--- src/rtl/uart_pkg.sv ---
`default_nettype none
// ============================================================================
// uart_pkg : constants and types shared by the UART TX buffer and its benches
// Revision : 1.0
// ============================================================================
package uart_pkg;

    localparam int BYTE_W       = 8;
    // 10 MHz / 115200 baud
    localparam int CLKS_PER_BIT = 87;

    typedef enum logic [1:0] {
        ST_IDLE      = 2'd0,
        ST_WAIT_BUSY = 2'd1,
        ST_WAIT_DONE = 2'd2,
        ST_GAP       = 2'd3
    } tx_state_e;

endpackage : uart_pkg
`default_nettype wire

--- src/rtl/uart_sync_fifo.sv ---
`default_nettype none
// ============================================================================
// uart_sync_fifo : circular byte buffer with push/pop interface and flags
// Revision       : 1.0
// ============================================================================
module uart_sync_fifo
    import uart_pkg::*;
#(
    parameter  int DEPTH  = 16,
    localparam int ADDR_W = $clog2(DEPTH)
) (
    input  logic              i_Clock,
    input  logic              i_Rst_L,
    input  logic              i_Push,
    input  logic [BYTE_W-1:0] i_Push_Data,
    input  logic              i_Pop,
    output logic [BYTE_W-1:0] o_Pop_Data,
    output logic              o_Full,
    output logic              o_Empty,
    output logic [ADDR_W:0]   o_Count
);

    logic [BYTE_W-1:0] mem_q [DEPTH];
    logic [ADDR_W:0]   wr_ptr_q, wr_ptr_d;
    logic [ADDR_W:0]   rd_ptr_q, rd_ptr_d;
    logic              push_ok;
    logic              pop_ok;

    // Pointers carry one extra wrap bit so full and empty are distinguishable.
    always_comb begin
        o_Empty = (wr_ptr_q == rd_ptr_q);
        o_Full  = (wr_ptr_q[ADDR_W] != rd_ptr_q[ADDR_W]) &&
                  (wr_ptr_q[ADDR_W-1:0] == rd_ptr_q[ADDR_W-1:0]);
        o_Count = wr_ptr_q - rd_ptr_q;
        o_Pop_Data = mem_q[rd_ptr_q[ADDR_W-1:0]];
        push_ok = i_Push && !o_Full;
        pop_ok  = i_Pop && !o_Empty;
        wr_ptr_d = push_ok ? wr_ptr_q + 1'b1 : wr_ptr_q;
        rd_ptr_d = pop_ok  ? rd_ptr_q + 1'b1 : rd_ptr_q;
    end

    always_ff @(posedge i_Clock or negedge i_Rst_L) begin
        if (!i_Rst_L) begin
            wr_ptr_q <= '0;
            rd_ptr_q <= '0;
        end else begin
            wr_ptr_q <= wr_ptr_d;
            rd_ptr_q <= rd_ptr_d;
        end
    end

    always_ff @(posedge i_Clock) begin
        if (push_ok) begin
            mem_q[wr_ptr_q[ADDR_W-1:0]] <= i_Push_Data;
        end
    end

endmodule : uart_sync_fifo
`default_nettype wire

--- src/rtl/uart_tx_fifo.sv ---
`default_nettype none
// ============================================================================
// uart_tx_fifo : byte FIFO plus launch controller feeding uart_tx
// Revision     : 1.0
// ============================================================================
module uart_tx_fifo
    import uart_pkg::*;
#(
    parameter  int DEPTH  = 16,
    localparam int ADDR_W = $clog2(DEPTH)
) (
    input  logic              i_Clock,
    input  logic              i_Rst_L,
    input  logic              i_Wr_DV,
    input  logic [BYTE_W-1:0] i_Wr_Byte,
    input  logic              i_Clr_Ovf,
    input  logic              i_Tx_Active,
    input  logic              i_Tx_Done,
    output logic              o_Tx_DV,
    output logic [BYTE_W-1:0] o_Tx_Byte,
    output logic              o_Full,
    output logic              o_Empty,
    output logic [ADDR_W:0]   o_Count,
    output logic              o_Overflow
);

    tx_state_e         state_q, state_d;
    logic              tx_dv_q, tx_dv_d;
    logic [BYTE_W-1:0] tx_byte_q, tx_byte_d;
    logic              ovf_q, ovf_d;
    logic              pop;
    logic [BYTE_W-1:0] pop_data;

    uart_sync_fifo #(
        .DEPTH (DEPTH)
    ) u_fifo (
        .i_Clock     (i_Clock),
        .i_Rst_L     (i_Rst_L),
        .i_Push      (i_Wr_DV),
        .i_Push_Data (i_Wr_Byte),
        .i_Pop       (pop),
        .o_Pop_Data  (pop_data),
        .o_Full      (o_Full),
        .o_Empty     (o_Empty),
        .o_Count     (o_Count)
    );

    // The Active gate in IDLE also covers a serializer still busy after our reset.
    always_comb begin
        state_d   = state_q;
        tx_dv_d   = 1'b0;
        tx_byte_d = tx_byte_q;
        pop       = 1'b0;
        case (state_q)
            ST_IDLE: begin
                if (!o_Empty && !i_Tx_Active) begin
                    tx_dv_d   = 1'b1;
                    tx_byte_d = pop_data;
                    pop       = 1'b1;
                    state_d   = ST_WAIT_BUSY;
                end
            end
            ST_WAIT_BUSY: begin
                if (i_Tx_Active) state_d = ST_WAIT_DONE;
            end
            ST_WAIT_DONE: begin
                if (i_Tx_Done) state_d = ST_GAP;
            end
            ST_GAP: begin
                if (!i_Tx_Done && !i_Tx_Active) state_d = ST_IDLE;
            end
            default: state_d = ST_IDLE;
        endcase
    end

    // A dropped write outranks a simultaneous clear.
    always_comb begin
        ovf_d = ovf_q;
        if (i_Wr_DV && o_Full) begin
            ovf_d = 1'b1;
        end else if (i_Clr_Ovf) begin
            ovf_d = 1'b0;
        end
    end

    always_ff @(posedge i_Clock or negedge i_Rst_L) begin
        if (!i_Rst_L) begin
            state_q   <= ST_IDLE;
            tx_dv_q   <= 1'b0;
            tx_byte_q <= '0;
            ovf_q     <= 1'b0;
        end else begin
            state_q   <= state_d;
            tx_dv_q   <= tx_dv_d;
            tx_byte_q <= tx_byte_d;
            ovf_q     <= ovf_d;
        end
    end

    assign o_Tx_DV    = tx_dv_q;
    assign o_Tx_Byte  = tx_byte_q;
    assign o_Overflow = ovf_q;

endmodule : uart_tx_fifo
`default_nettype wire
--- config.mk ---
export PLATFORM = sky130hd
export DESIGN_NAME = uart_tx_fifo
export DESIGN_NICKNAME = d
export VERILOG_FILES = /design/src/rtl/uart_pkg.sv /design/src/rtl/uart_sync_fifo.sv /design/src/rtl/uart_tx_fifo.sv
export SDC_FILE = /design/constraint.sdc
export NUM_CORES = 1
export LEC_CHECK = 0
export CORE_MARGIN = 2
export CORE_UTILIZATION = 50
export DETAILED_ROUTE_END_ITERATION = 10
export GPL_TIMING_DRIVEN = 0
export PLACE_DENSITY = 0.69
export SYNTH_ARGS = -nofsm -noshare
export SYNTH_HDL_FRONTEND = slang
export SYNTH_SLANG_ARGS = --single-unit
--- constraint.sdc ---
create_clock -name i_Clock -period 4.7 [get_ports i_Clock]
set_input_delay 0.94 -clock i_Clock [delete_from_list [all_inputs] [get_ports i_Clock]]
set_output_delay 0.94 -clock i_Clock [all_outputs]
set_load 0.01 [all_outputs]
==> impl_metrics.json <==
{
  "status": "completed",
  "syn_nets": 413,
  "cp.required_ns": 3.76,
  "vias": 3450,
  "globalplace.congestion": 0.800,
  "crit_arrival_ns": 3.05,
  "track_usage_pct": 20.9,
  "antenna_found_initial": 0,
  "switching_share_pct": 32.5,
  "reg2reg_to": "u_fifo.mem_q[7][4]",
  "clockRootBuffer": "clkbuf_16",
  "setup_viol": 0,
  "leakagePower_nw": 2.62,
  "max_cap_viol_count": 0,
  "worst-r2r-cell-count": 8,
  "cts_hold_buf": 0,
  "num_rows": 40,
  "multi_input_area_um2": 1670,
  "worst_ir_drop_vdd_uv": 260,
  "insertedDiodeCount": 0,
  "drv_slew": 0,
  "grt_pass1_wl_mm": 19.7,
  "nNetsFinal": 466,
  "cts_max_level": 4,
  "initialDrtViolationCount": 316,
  "setup_slack_ns": 0.705,
  "synth_edf_count": 128,
  "internal_power_mw": 3.20,
  "place_worst_setup_slack_ns": 1.13,
  "combPwrFrac_pct": 36.5,
  "finClkSkew_ns": 0.00674,
  "fmax_ghz": 0.250,
  "ioPinCount": 31,
  "area_growth_pct": 17.9,
  "drt-vias-per-instance": 5.57,
  "r2r_slack_ns": 1.22,
  "cts_buffers": 17,
  "crit_path_end": "o_Count[4]",
  "fin_crit_sh_pct": 85.0,
  "p_switching_mw": 1.54,
  "cp-start-kind": "register",
  "dp.cells": 587,
  "die_w_um": 116,
  "dieArea_um2": 13400,
  "powerDensity_nw_per_um2": 646,
  "place_hpwl_mm": 8.48,
  "regArea_um2": 4390,
  "drive_gt1_share_pct": 12.4,
  "core_area_um2": 12100,
  "synthFlopType": "edfxtp_1",
  "die_h_um": 116,
  "critPathLaunch": "u_fifo.rd_ptr_q[1]",
  "grt_setup_unrepaired": "no",
  "synth-seq-cells": 150,
  "synth.distinct_cells": 41,
  "synth_area_um2": 6220,
  "ctsResizeCount": 0,
  "cts_sinks": 150,
  "clkPwrFrac_pct": 26.4,
  "wl_per_cell_um": 20.4,
  "power_mw": 4.73,
  "worst_hold_path_type": "reg2reg",
  "grt_pass1_vias": 3445,
  "async_flop_share_pct": 14.7,
  "worst_skew_pair.late_latency_ns": 0.42,
  "avgSynthCellArea_um2": 16.2,
  "hold_viol_final": 0,
  "tightest_slew_ns": 1.02,
  "finalWirelength_mm": 12.6,
  "timing.final.crit_period_ns": 3.99,
  "crit_fanout": 10,
  "timing.rr.start": "u_fifo.rd_ptr_q[1]",
  "synth-seq-area-share_pct": 70.6,
  "drcViolationCount": 0,
  "grt_max_degree": 23,
  "critPathKind": "reg2out",
  "synth_cells": 385,
  "final_cells": 619,
  "grt.overflow.total": 0,
  "post-cts-setup-buffers": 0,
  "start_util_pct": 51.6,
  "portBuffers": 30,
  "drt_first_pass_iters": 4,
  "fin_setup_tns_ns": 0,
  "synth_warnings": 0,
  "cp-end-kind": "primary output",
  "drtAntennaViolNets": 0,
  "clk_pin_slew_ns": 0.05,
  "hold_depth": 1,
  "cts_tree": "built",
  "n_fill_cell": 884,
  "p_seq_share_pct": 37.2,
  "slew_headroom_pct": 31.2,
  "clockBufferDepth": 2
}
registers in the layout, indices dropped and copies added (netlist names):
name,cells
u_fifo.rd_ptr_q,5
u_fifo.mem_q,128
state_q,2
o_Tx_Byte,8
o_Tx_DV,1
u_fifo.wr_ptr_q,5
o_Overflow,1
cells in the final DEF, fill, tap and decap left out, types with 10 or more instances in the layout:
master           count
edfxtp_1           128
mux2i_1             32
clkdlybuf4s50_1     30
o22ai_1             24
nor2_1              22
dfrtp_1             22
inv_1               18
clkbuf_16           17
ha_1                13
xnor2_1             10
routing by layer:
layer | global-route usage (%) | vias to the layer above | part of all wire (%) | wire [um]
li1 | - | 1602 | - | -
met1 | 29.5 | 1736 | 46 | 5760
met2 | 32.4 | 91 | 48 | 6020
met3 | 4.24 | 21 | 4.6 | 584
met4 | 8.35 | 0 | 2.0 | 257
met5 | 0 | - | 0 | 0
stage by stage:
| stage | hold slack (ns) | util, % | area [um^2] |
|---|---|---|---|
| 2_1_floorplan | 0.502 | - | 6220 |
| 3_3_place_gp | 0.515 | 55.8 | 6730 |
| 3_5_place_dp | 0.523 | 56.3 | 6790 |
| 4_1_cts | 0.530 | 60.8 | 7330 |
| 5_1_grt | 0.554 | 60.8 | 7330 |
| 6_report | 0.524 | 60.8 | 7330 |
power groups by stage:
stage / Sequential [mW] / Combinational (mW) / Clock [mW]
final: 1.76 / 1.73 / 1.25
after global routing: 1.78 / 1.87 / 1.32
after CTS: 1.76 / 1.74 / 1.26
after detailed placement: 1.79 / 1.72 / 0
after global placement: 1.78 / 1.65 / 0
after floorplan: 1.78 / 1.07 / 0
worst max-delay path: stages, from the launching register on:
cell	delay, ns
dfrtp_1	0.35
clkbuf_1	0.36
buf_4	0.28
inv_1	0.13
fa_1	0.47
a21o_1	0.20
a21oi_1	0.17
xnor2_1	0.13
clkdlybuf4s50_1	0.55
Yosys cell counts (all sizes together) (2+ instances only):
cell type / n / area (um^2)
edfxtp: 128 / 3840
mux2i: 32 / 320
o22ai: 24 / 150
dfrtp: 22 / 551
nor2: 22 / 82.6
inv: 18 / 67.6
ha: 13 / 163
buf: 12 / 95.1
xnor2: 10 / 87.6
mux2: 9 / 101
a211oi: 8 / 60.1
a31oi: 8 / 50.1
mux4: 8 / 203
or3: 8 / 50.1
clkbuf: 6 / 22.5
nand2: 6 / 22.5
nor2b: 6 / 37.5
o21ai: 6 / 30.0
and2: 4 / 25.0
and3: 4 / 25.0
nand4: 4 / 25.0
nor4: 4 / 25.0
a21oi: 3 / 15.0
xor2: 3 / 26.3
a21o: 2 / 15.0
and2b: 2 / 15.0
nand3: 2 / 10.0
nand3b: 2 / 15.0
how the worst min path moves through the flow:
stage / start / endpoint
2_1_floorplan: u_fifo.rd_ptr_q[4] / u_fifo.rd_ptr_q[4]
3_3_place_gp: u_fifo.wr_ptr_q[4] / u_fifo.wr_ptr_q[4]
3_5_place_dp: u_fifo.wr_ptr_q[4] / u_fifo.wr_ptr_q[4]
4_1_cts: u_fifo.wr_ptr_q[4] / u_fifo.wr_ptr_q[4]
5_1_grt: u_fifo.wr_ptr_q[4] / u_fifo.wr_ptr_q[4]
6_report: u_fifo.wr_ptr_q[4] / u_fifo.wr_ptr_q[4]
area by class of cell:
type / count / area share, %
Tap cell: 168 / 2.87
Clock inverter: 14 / 1.59
Sequential cell: 150 / 59.9
Multi-Input combinational cell: 199 / 22.7
Buffer: 18 / 1.60
Inverter: 18 / 0.922
Timing Repair Buffer: 34 / 4.51
Clock buffer: 18 / 5.85
cells by family (layout without fill, tap and decap cells):
group           count (synthesis)  after routing  share of synthesized area (%)
mux                            49             49                           10.0
fa+ha+maj                      14             14                           2.94
compound gates                 55             55                           5.73
buf+inv                        36            102                           2.98
flops                         150            150                           70.6
xor+xnor                       13             13                           1.83
simple gates                   68             68                           5.85
Power figures use the tool's default switching activity.
